==> config.mk <==
export PLATFORM = sky130hd
export DESIGN_NAME = arinc_word_assembler
export DESIGN_NICKNAME = d
export VERILOG_FILES = /design/src/rtl/arinc_word_assembler.sv
export SDC_FILE = /design/constraint.sdc
export NUM_CORES = 1
export LEC_CHECK = 0
export ABC_AREA = 1
export BUFFER_PORTS_ARGS = -buffer_cell sky130_fd_sc_hd__buf_2
export CAP_MARGIN = 20
export CORE_MARGIN = 2
export CORE_UTILIZATION = 58
export DETAILED_ROUTE_END_ITERATION = 7
export PLACE_DENSITY = 0.87
export SETUP_SLACK_MARGIN = 0.5
export SLEW_MARGIN = 20
export SYNTH_ARGS = -nofsm -noshare
export SYNTH_HDL_FRONTEND = slang
export SYNTH_SLANG_ARGS = --single-unit
==> constraint.sdc <==
create_clock -name clk -period 3.3 [get_ports clk]
set_clock_uncertainty 0.1 [all_clocks]
set_input_delay 0.33 -clock clk [delete_from_list [all_inputs] [get_ports clk]]
set_output_delay 0.33 -clock clk [all_outputs]
set_load 0.02 [all_outputs]
==> src/rtl/arinc_word_assembler.sv <==
// arinc_word_assembler
// Packs four received bytes (LSB byte first) into one 32-bit ARINC429 word,
// flags odd-parity errors and label mismatches, and hands the word to the
// downstream buffer over a valid/ready handshake. A partial word that sits
// idle for TIMEOUT_CYCLES clocks is discarded.
//
// Optional feature macro: ARINC_LABEL_FILTER_EN
//   defined   : words whose label byte differs from label_cfg are discarded
//               silently; label_match then always reads 1.
//   undefined : every completed word is delivered; label_match carries the
//               label compare result.
//
// Assembly states
//   state | meaning
//   B0    | waiting for byte 0 (label), timeout counter held at 0
//   B1    | byte 0 stored, waiting for byte 1
//   B2    | bytes 0-1 stored, waiting for byte 2
//   B3    | bytes 0-2 stored, next byte completes the word

module arinc_word_assembler #(
    parameter int TIMEOUT_CYCLES = 20000,
    parameter int TO_W           = 16
) (
    input  logic        clk,
    input  logic        clr,
    input  logic        rx_valid,
    input  logic [7:0]  rx_data,
    input  logic [7:0]  label_cfg,
    input  logic        out_ready,
    output logic [31:0] word_out,
    output logic        word_valid,
    output logic        parity_err,
    output logic        label_match,
    output logic        overrun,
    output logic        timeout_err
);

    typedef enum logic [1:0] {B0, B1, B2, B3} state_t;

    localparam logic [TO_W-1:0] TO_LAST = TO_W'(TIMEOUT_CYCLES - 1);

    state_t          r_state;
    state_t          w_state_nxt;
    logic [23:0]     r_shift;
    logic [TO_W-1:0] r_to_cnt;
    logic [31:0]     r_word_out;
    logic            r_word_valid;
    logic            r_parity_err;
    logic            r_label_match;
    logic            r_overrun;
    logic            r_timeout_err;

    logic            w_complete;
    logic            w_timeout;
    logic [31:0]     w_word;
    logic            w_label_ok;
    logic            w_deliver;
    logic            w_slot_free;
    logic            w_load;
    logic            w_drop;

    // Byte-count state register
    always_ff @(posedge clk or posedge clr) begin
        if (clr) begin
            r_state <= B0;
        end else begin
            r_state <= w_state_nxt;
        end
    end

    // Next-state: advance on each byte; timeout resyncs to B0 unless a byte arrives
    always_comb begin
        w_state_nxt = r_state;
        w_complete  = 1'b0;
        w_timeout   = 1'b0;
        if (rx_valid) begin
            case (r_state)
                B0: w_state_nxt = B1;
                B1: w_state_nxt = B2;
                B2: w_state_nxt = B3;
                B3: begin
                    w_state_nxt = B0;
                    w_complete  = 1'b1;
                end
                default: w_state_nxt = B0;
            endcase
        end else if ((r_state != B0) && (r_to_cnt == TO_LAST)) begin
            w_state_nxt = B0;
            w_timeout   = 1'b1;
        end
    end

    // The last byte is taken straight from rx_data so the word can load
    // on the same edge that samples it.
    assign w_word      = {rx_data, r_shift};
    assign w_label_ok  = (r_shift[7:0] == label_cfg);
    assign w_slot_free = ~r_word_valid | out_ready;

`ifdef ARINC_LABEL_FILTER_EN
    assign w_deliver = w_complete & w_label_ok;
`else
    assign w_deliver = w_complete;
`endif

    assign w_load = w_deliver & w_slot_free;
    assign w_drop = w_deliver & ~w_slot_free;

    // Place bytes 0..2 into their lanes; clear on completion or timeout
    always_ff @(posedge clk or posedge clr) begin
        if (clr) begin
            r_shift <= '0;
        end else if (w_timeout) begin
            r_shift <= '0;
        end else if (rx_valid) begin
            case (r_state)
                B0:      r_shift[7:0]   <= rx_data;
                B1:      r_shift[15:8]  <= rx_data;
                B2:      r_shift[23:16] <= rx_data;
                default: r_shift        <= '0;
            endcase
        end
    end

    // Inter-byte timer: runs only while a word is partially assembled
    always_ff @(posedge clk or posedge clr) begin
        if (clr) begin
            r_to_cnt <= '0;
        end else if (rx_valid || w_timeout || (r_state == B0)) begin
            r_to_cnt <= '0;
        end else begin
            r_to_cnt <= r_to_cnt + 1'b1;
        end
    end

    // Output slot: load when free, release on accept, pulse status flags
    always_ff @(posedge clk or posedge clr) begin
        if (clr) begin
            r_word_out    <= '0;
            r_word_valid  <= 1'b0;
            r_parity_err  <= 1'b0;
            r_label_match <= 1'b0;
            r_overrun     <= 1'b0;
            r_timeout_err <= 1'b0;
        end else begin
            r_overrun     <= w_drop;
            r_timeout_err <= w_timeout;
            if (w_load) begin
                r_word_out   <= w_word;
                r_word_valid <= 1'b1;
                r_parity_err <= ~^w_word;
`ifdef ARINC_LABEL_FILTER_EN
                r_label_match <= 1'b1;
`else
                r_label_match <= w_label_ok;
`endif
            end else if (r_word_valid && out_ready) begin
                r_word_valid <= 1'b0;
            end
        end
    end

    assign word_out    = r_word_out;
    assign word_valid  = r_word_valid;
    assign parity_err  = r_parity_err;
    assign label_match = r_label_match;
    assign overrun     = r_overrun;
    assign timeout_err = r_timeout_err;

endmodule

==> tab_implementation.tex <==
\begin{tabular}{lr}
\hline
Metric & Value \\
\hline
\multicolumn{2}{l}{\textbf{Min path}} \\
\quad Worst min-delay path class & input port to asynchronous set/reset pin \\
\multicolumn{2}{l}{\textbf{Power}} \\
\quad Static Leak & 2.68 nW \\
\quad IR Drop Worst-Case VDD & approximately 0.00029 V \\
\quad Power Dens Cells & $\sim$830 nW/um\^{}2 \\
\multicolumn{2}{l}{\textbf{Critical path}} \\
\quad Crit path DAT & between 2 and 3 ns \\
\quad CP startpoint kind & flip-flop \\
\quad Reg-to-reg startpoint & r\_state[1] \\
\quad Number of cells on the worst reg-to-reg path & 7 \\
\quad Critical Path Slowest Stage Cell & sky130\_fd\_sc\_hd\_\_nand3\_1 \\
\quad Critical setup path kind & flip-flop to flip-flop \\
\quad Crit path max fanout & 12 \\
\quad Top cell by count, worst path & sky130\_fd\_sc\_hd\_\_inv\_1 \\
\quad Minimum setup slack among reg-to-reg paths & just over 0.9 ns \\
\quad Worst reg2reg path endpoint & r\_to\_cnt[13] \\
\quad Required time worst endpoint & 3.45 ns \\
\quad Highest cell delay on the worst timing path & 0.41 ns \\
\quad Cell-by-cell trace of the critical path & inv\_1 > ha\_1 > nor3\_1 > nand4\_1 > nand3\_1 > inv\_1 > and3\_1 \\
\quad CP Capture Type & flip-flop \\
\multicolumn{2}{l}{\textbf{Floorplanning}} \\
\quad Horizontal extent of the die & slightly below 90 um \\
\quad Floorplan die area & roughly 8000 um\^{}2 \\
\quad Vertical die dimension & 89.3 um \\
\quad Effective utilization at floorplan & 0.592 \\
\quad I/O pin total & 57 \\
\quad Core outline area & between 7000 and 8000 um\^{}2 \\
\quad Number of cell rows & 31 \\
\multicolumn{2}{l}{\textbf{STA}} \\
\quad Final count of hold timing violations & 0 \\
\quad Total negative slack for setup checks & 0 ns \\
\quad Unrepaired setup endpoints after global routing & false \\
\quad Measured slew at the worst slew-check pin & $\sim$0.85 ns \\
\quad Worst slew slack as a fraction of its limit & 0.435 \\
\quad Worst hold margin & approximately 0.038 ns \\
\quad Post-route minimum period & 2.37 ns \\
\quad Final period utilization & 0.719 \\
\quad Final worst slack & slightly above 0.9 ns \\
\quad FMAX & roughly 420 MHz \\
\quad Fin. max-slew vios & 0 \\
\quad Number of endpoints failing setup at the final stage & 0 \\
\multicolumn{2}{l}{\textbf{Run status}} \\
\quad Outcome & finished, final reports clean \\
\multicolumn{2}{l}{\textbf{Routing}} \\
\quad Initial DRT Pass Iterations & 5 \\
\quad Vias per cell & 5.26 \\
\quad Wire length per cell & about 13 um \\
\quad Antenna Violating Nets Remaining & 0 \\
\quad Detailed router's first-iteration violation count & approximately 220 \\
\quad Total via count after detailed routing & between 3,000 and 4,000 \\
\quad Post-Route WL & $\sim$9500 um \\
\quad DRC violations left & 0 \\
\multicolumn{2}{l}{\textbf{CTS}} \\
\quad Quantity of gates resized following cts & 0 \\
\quad Clock insertion delay at the later pin of the skew report & approximately 0.36 ns \\
\quad Number of buffers inserted by post-CTS setup repair & 0 \\
\quad Buffer type at the clock tree root & sky130\_fd\_sc\_hd\_\_clkbuf\_8 \\
\quad Number of buffers between clock root and the deepest sink & 2 \\
\quad Deepest level of the CTS H-tree & 3 \\
\quad TritonCTS buffer count & 9 \\
\quad Clock sinks & 79 \\
\quad Hold-fix buffer count after cts & 0 \\
\quad Clock edge transition at the registers on the reported setup and hold paths & about 0.080 ns \\
\quad Clock tree from TritonCTS & yes \\
\multicolumn{2}{l}{\textbf{GRT}} \\
\quad Congestion Overflow GR & 0 \\
\quad Maximum number of pins on one net before global-route repair & 42 \\
\quad First-pass GRT wire length & $\sim$16,000 um \\
\quad Initial antenna violation count & 0 \\
\quad Vias in the first global route & about 3,700 \\
\quad Combined global-route utilization of all metal layers & 0.270 \\
\multicolumn{2}{l}{\textbf{Synth}} \\
\quad Post-Syn Area & $\sim$4200 um\^{}2 \\
\quad Warnings, synthesis & 0 \\
\quad Syn Area/Cell & approximately 7 um\^{}2 \\
\quad Number of storage elements in the synthesis netlist & 79 \\
\quad Number of nets in the synthesized netlist & 610 \\
\quad Gate Count Post-Synth & about 600 \\
\quad Synth unique cells & 33 \\
\quad Sequential cell area fraction in the yosys report & 0.468 \\
\multicolumn{2}{l}{\textbf{Place}} \\
\quad Dpl ws & between 0.9 and 1 ns \\
\quad HPWL after DPL & a little under 7000 um \\
\quad Port bufs & 56 \\
\quad RePlAce Congestion & 0.849 \\
\quad Area after detailed placement & 4590 um\^{}2 \\
\multicolumn{2}{l}{\textbf{Final layout}} \\
\quad Nets@finish & between 600 and 700 \\
\quad Share of layout cells above drive strength 1 & 0.141 \\
\quad Synth-to-Final Area Change & 14.4\% \\
\quad Final core area utilization & 0.677 \\
\quad \# diodes & 0 \\
\quad Total of fill cells in the finished design & just over 600 \\
\quad Post-route standard cell area excluding fillers & 4830 um\^{}2 \\
\multicolumn{2}{l}{\textbf{Flow run}} \\
\quad \# Max-Cap Violations & 0 \\
\hline
\end{tabular}
logic make-up (layout without fill, tap and decap cells):
family	after synthesis	in the layout	share of synthesized area
and+or+nand+nor	343	343	0.338
buffers and inverters	85	147	0.0812
DFF	79	79	0.468
AOI/OAI and AO/OA	66	66	0.0833
xor gates and xnor gates	7	7	0.0145
adders and majority gates	5	5	0.0148
cell type report:
cell class / count / area [um^2] / share of cell area
Tap cell: 99 / 124 / 0.0256
Timing Repair Buffer: 59 / 315 / 0.0653
Multi-Input combinational cell: 421 / 1910 / 0.395
Clock buffer: 10 / 128 / 0.0264
Inverter: 72 / 270 / 0.0560
Clock inverter: 6 / 109 / 0.0225
Sequential cell: 79 / 1980 / 0.409
per-layer routing:
metal  part of all wire  track usage  vias up
li1                   -            -     1952
met2               0.49        0.440      134
met3              0.063       0.0683       22
met5                  0            0        -
met4              0.021        0.110        0
met1               0.43        0.344     1816
worst max-delay path, delay by kind of cell, from the launching register on:
kind | cells | cell delay [ns]
and+or+nand+nor | 4 | 1.13
adders and majority gates | 1 | 0.34
DFF | 1 | 0.39
buffers and inverters | 2 | 0.30
registers in the layout, summed over array words and instances, names as in the netlist:
register     count
label_match      1
overrun          1
parity_err       1
r_shift         24
r_state          2
r_to_cnt        16
timeout_err      1
word_out        32
word_valid       1
worst max path at each step:
stage	startpoint	to	slack [ns]	cells past startpoint
6_report	r_state[1]	r_to_cnt[13]	0.93	7
5_1_grt	r_state[0]	r_to_cnt[13]	0.68	7
4_1_cts	r_state[1]	r_to_cnt[13]	0.95	7
3_5_place_dp	r_state[0]	r_to_cnt[13]	0.98	7
3_3_place_gp	r_state[0]	r_to_cnt[13]	1.12	7
2_1_floorplan	clr	label_match	0.85	1
power breakdown:
part           internal [mW]  switching (mW)  total [mW]
clock                  0.501           0.361       0.862
combinational          0.560            1.17        1.73
sequential              1.24           0.177        1.42
total                   2.31            1.71        4.02
metrics by stage:
stage / power (mW) / cells
2_1_floorplan: 2.71 / 585
3_3_place_gp: 3.04 / 730
3_5_place_dp: 3.14 / 730
4_1_cts: 4.02 / 746
5_1_grt: 4.38 / 746
6_report: 4.02 / 746
synthesized netlist by cell type:
cell / instances / area (um^2)
sky130_fd_sc_hd__nand2_1: 253 / 950
sky130_fd_sc_hd__dfrtp_1: 79 / 1980
sky130_fd_sc_hd__inv_1: 71 / 267
sky130_fd_sc_hd__o21ai_0: 49 / 245
sky130_fd_sc_hd__nand3_1: 31 / 155
sky130_fd_sc_hd__nor2_1: 29 / 109
sky130_fd_sc_hd__nor3_1: 8 / 40.0
sky130_fd_sc_hd__o22ai_1: 8 / 50.1
sky130_fd_sc_hd__clkbuf_1: 6 / 22.5
sky130_fd_sc_hd__ha_1: 5 / 62.6
sky130_fd_sc_hd__or2_2: 5 / 31.3
sky130_fd_sc_hd__xor2_1: 4 / 35.0
sky130_fd_sc_hd__a21oi_1: 3 / 15.0
sky130_fd_sc_hd__buf_2: 3 / 15.0
sky130_fd_sc_hd__nand4_1: 3 / 18.8
sky130_fd_sc_hd__nor3_2: 3 / 30.0
sky130_fd_sc_hd__nor3b_1: 3 / 22.5
sky130_fd_sc_hd__xnor2_1: 3 / 26.3
sky130_fd_sc_hd__a31oi_1: 2 / 12.5
sky130_fd_sc_hd__buf_1: 2 / 7.51
sky130_fd_sc_hd__nor2_2: 2 / 12.5
sky130_fd_sc_hd__o21ai_1: 2 / 10.0
sky130_fd_sc_hd__a32o_1: 1 / 10.0
sky130_fd_sc_hd__and3_1: 1 / 6.26
sky130_fd_sc_hd__buf_12: 1 / 20.0
sky130_fd_sc_hd__buf_4: 1 / 7.51
sky130_fd_sc_hd__inv_2: 1 / 3.75
sky130_fd_sc_hd__nand2_4: 1 / 11.3
sky130_fd_sc_hd__nand3_2: 1 / 10.0
sky130_fd_sc_hd__nand3_4: 1 / 17.5
sky130_fd_sc_hd__nor4_1: 1 / 6.26
sky130_fd_sc_hd__o21ai_2: 1 / 8.76
sky130_fd_sc_hd__or3_1: 1 / 6.26
layout by cell type, fill, tap and decap left out, types with 3 or more instances in the layout:
| cell | Yosys | final |
|---|---|---|
| sky130_fd_sc_hd__a21oi_1 | 3 | 3 |
| sky130_fd_sc_hd__buf_2 | 3 | 56 |
| sky130_fd_sc_hd__bufinv_16 | 0 | 3 |
| sky130_fd_sc_hd__clkbuf_8 | 0 | 9 |
| sky130_fd_sc_hd__dfrtp_1 | 79 | 79 |
| sky130_fd_sc_hd__ha_1 | 5 | 5 |
| sky130_fd_sc_hd__inv_1 | 71 | 70 |
| sky130_fd_sc_hd__nand2_1 | 253 | 253 |
| sky130_fd_sc_hd__nand3_1 | 31 | 30 |
| sky130_fd_sc_hd__nand4_1 | 3 | 3 |
| sky130_fd_sc_hd__nor2_1 | 29 | 29 |
| sky130_fd_sc_hd__nor3_1 | 8 | 8 |
| sky130_fd_sc_hd__nor3_2 | 3 | 3 |
| sky130_fd_sc_hd__nor3b_1 | 3 | 3 |
| sky130_fd_sc_hd__o21ai_0 | 49 | 49 |
| sky130_fd_sc_hd__o22ai_1 | 8 | 8 |
| sky130_fd_sc_hd__or2_2 | 5 | 5 |
| sky130_fd_sc_hd__xnor2_1 | 3 | 3 |
| sky130_fd_sc_hd__xor2_1 | 4 | 4 |
Note: power is estimated with default switching activity, not from simulation.
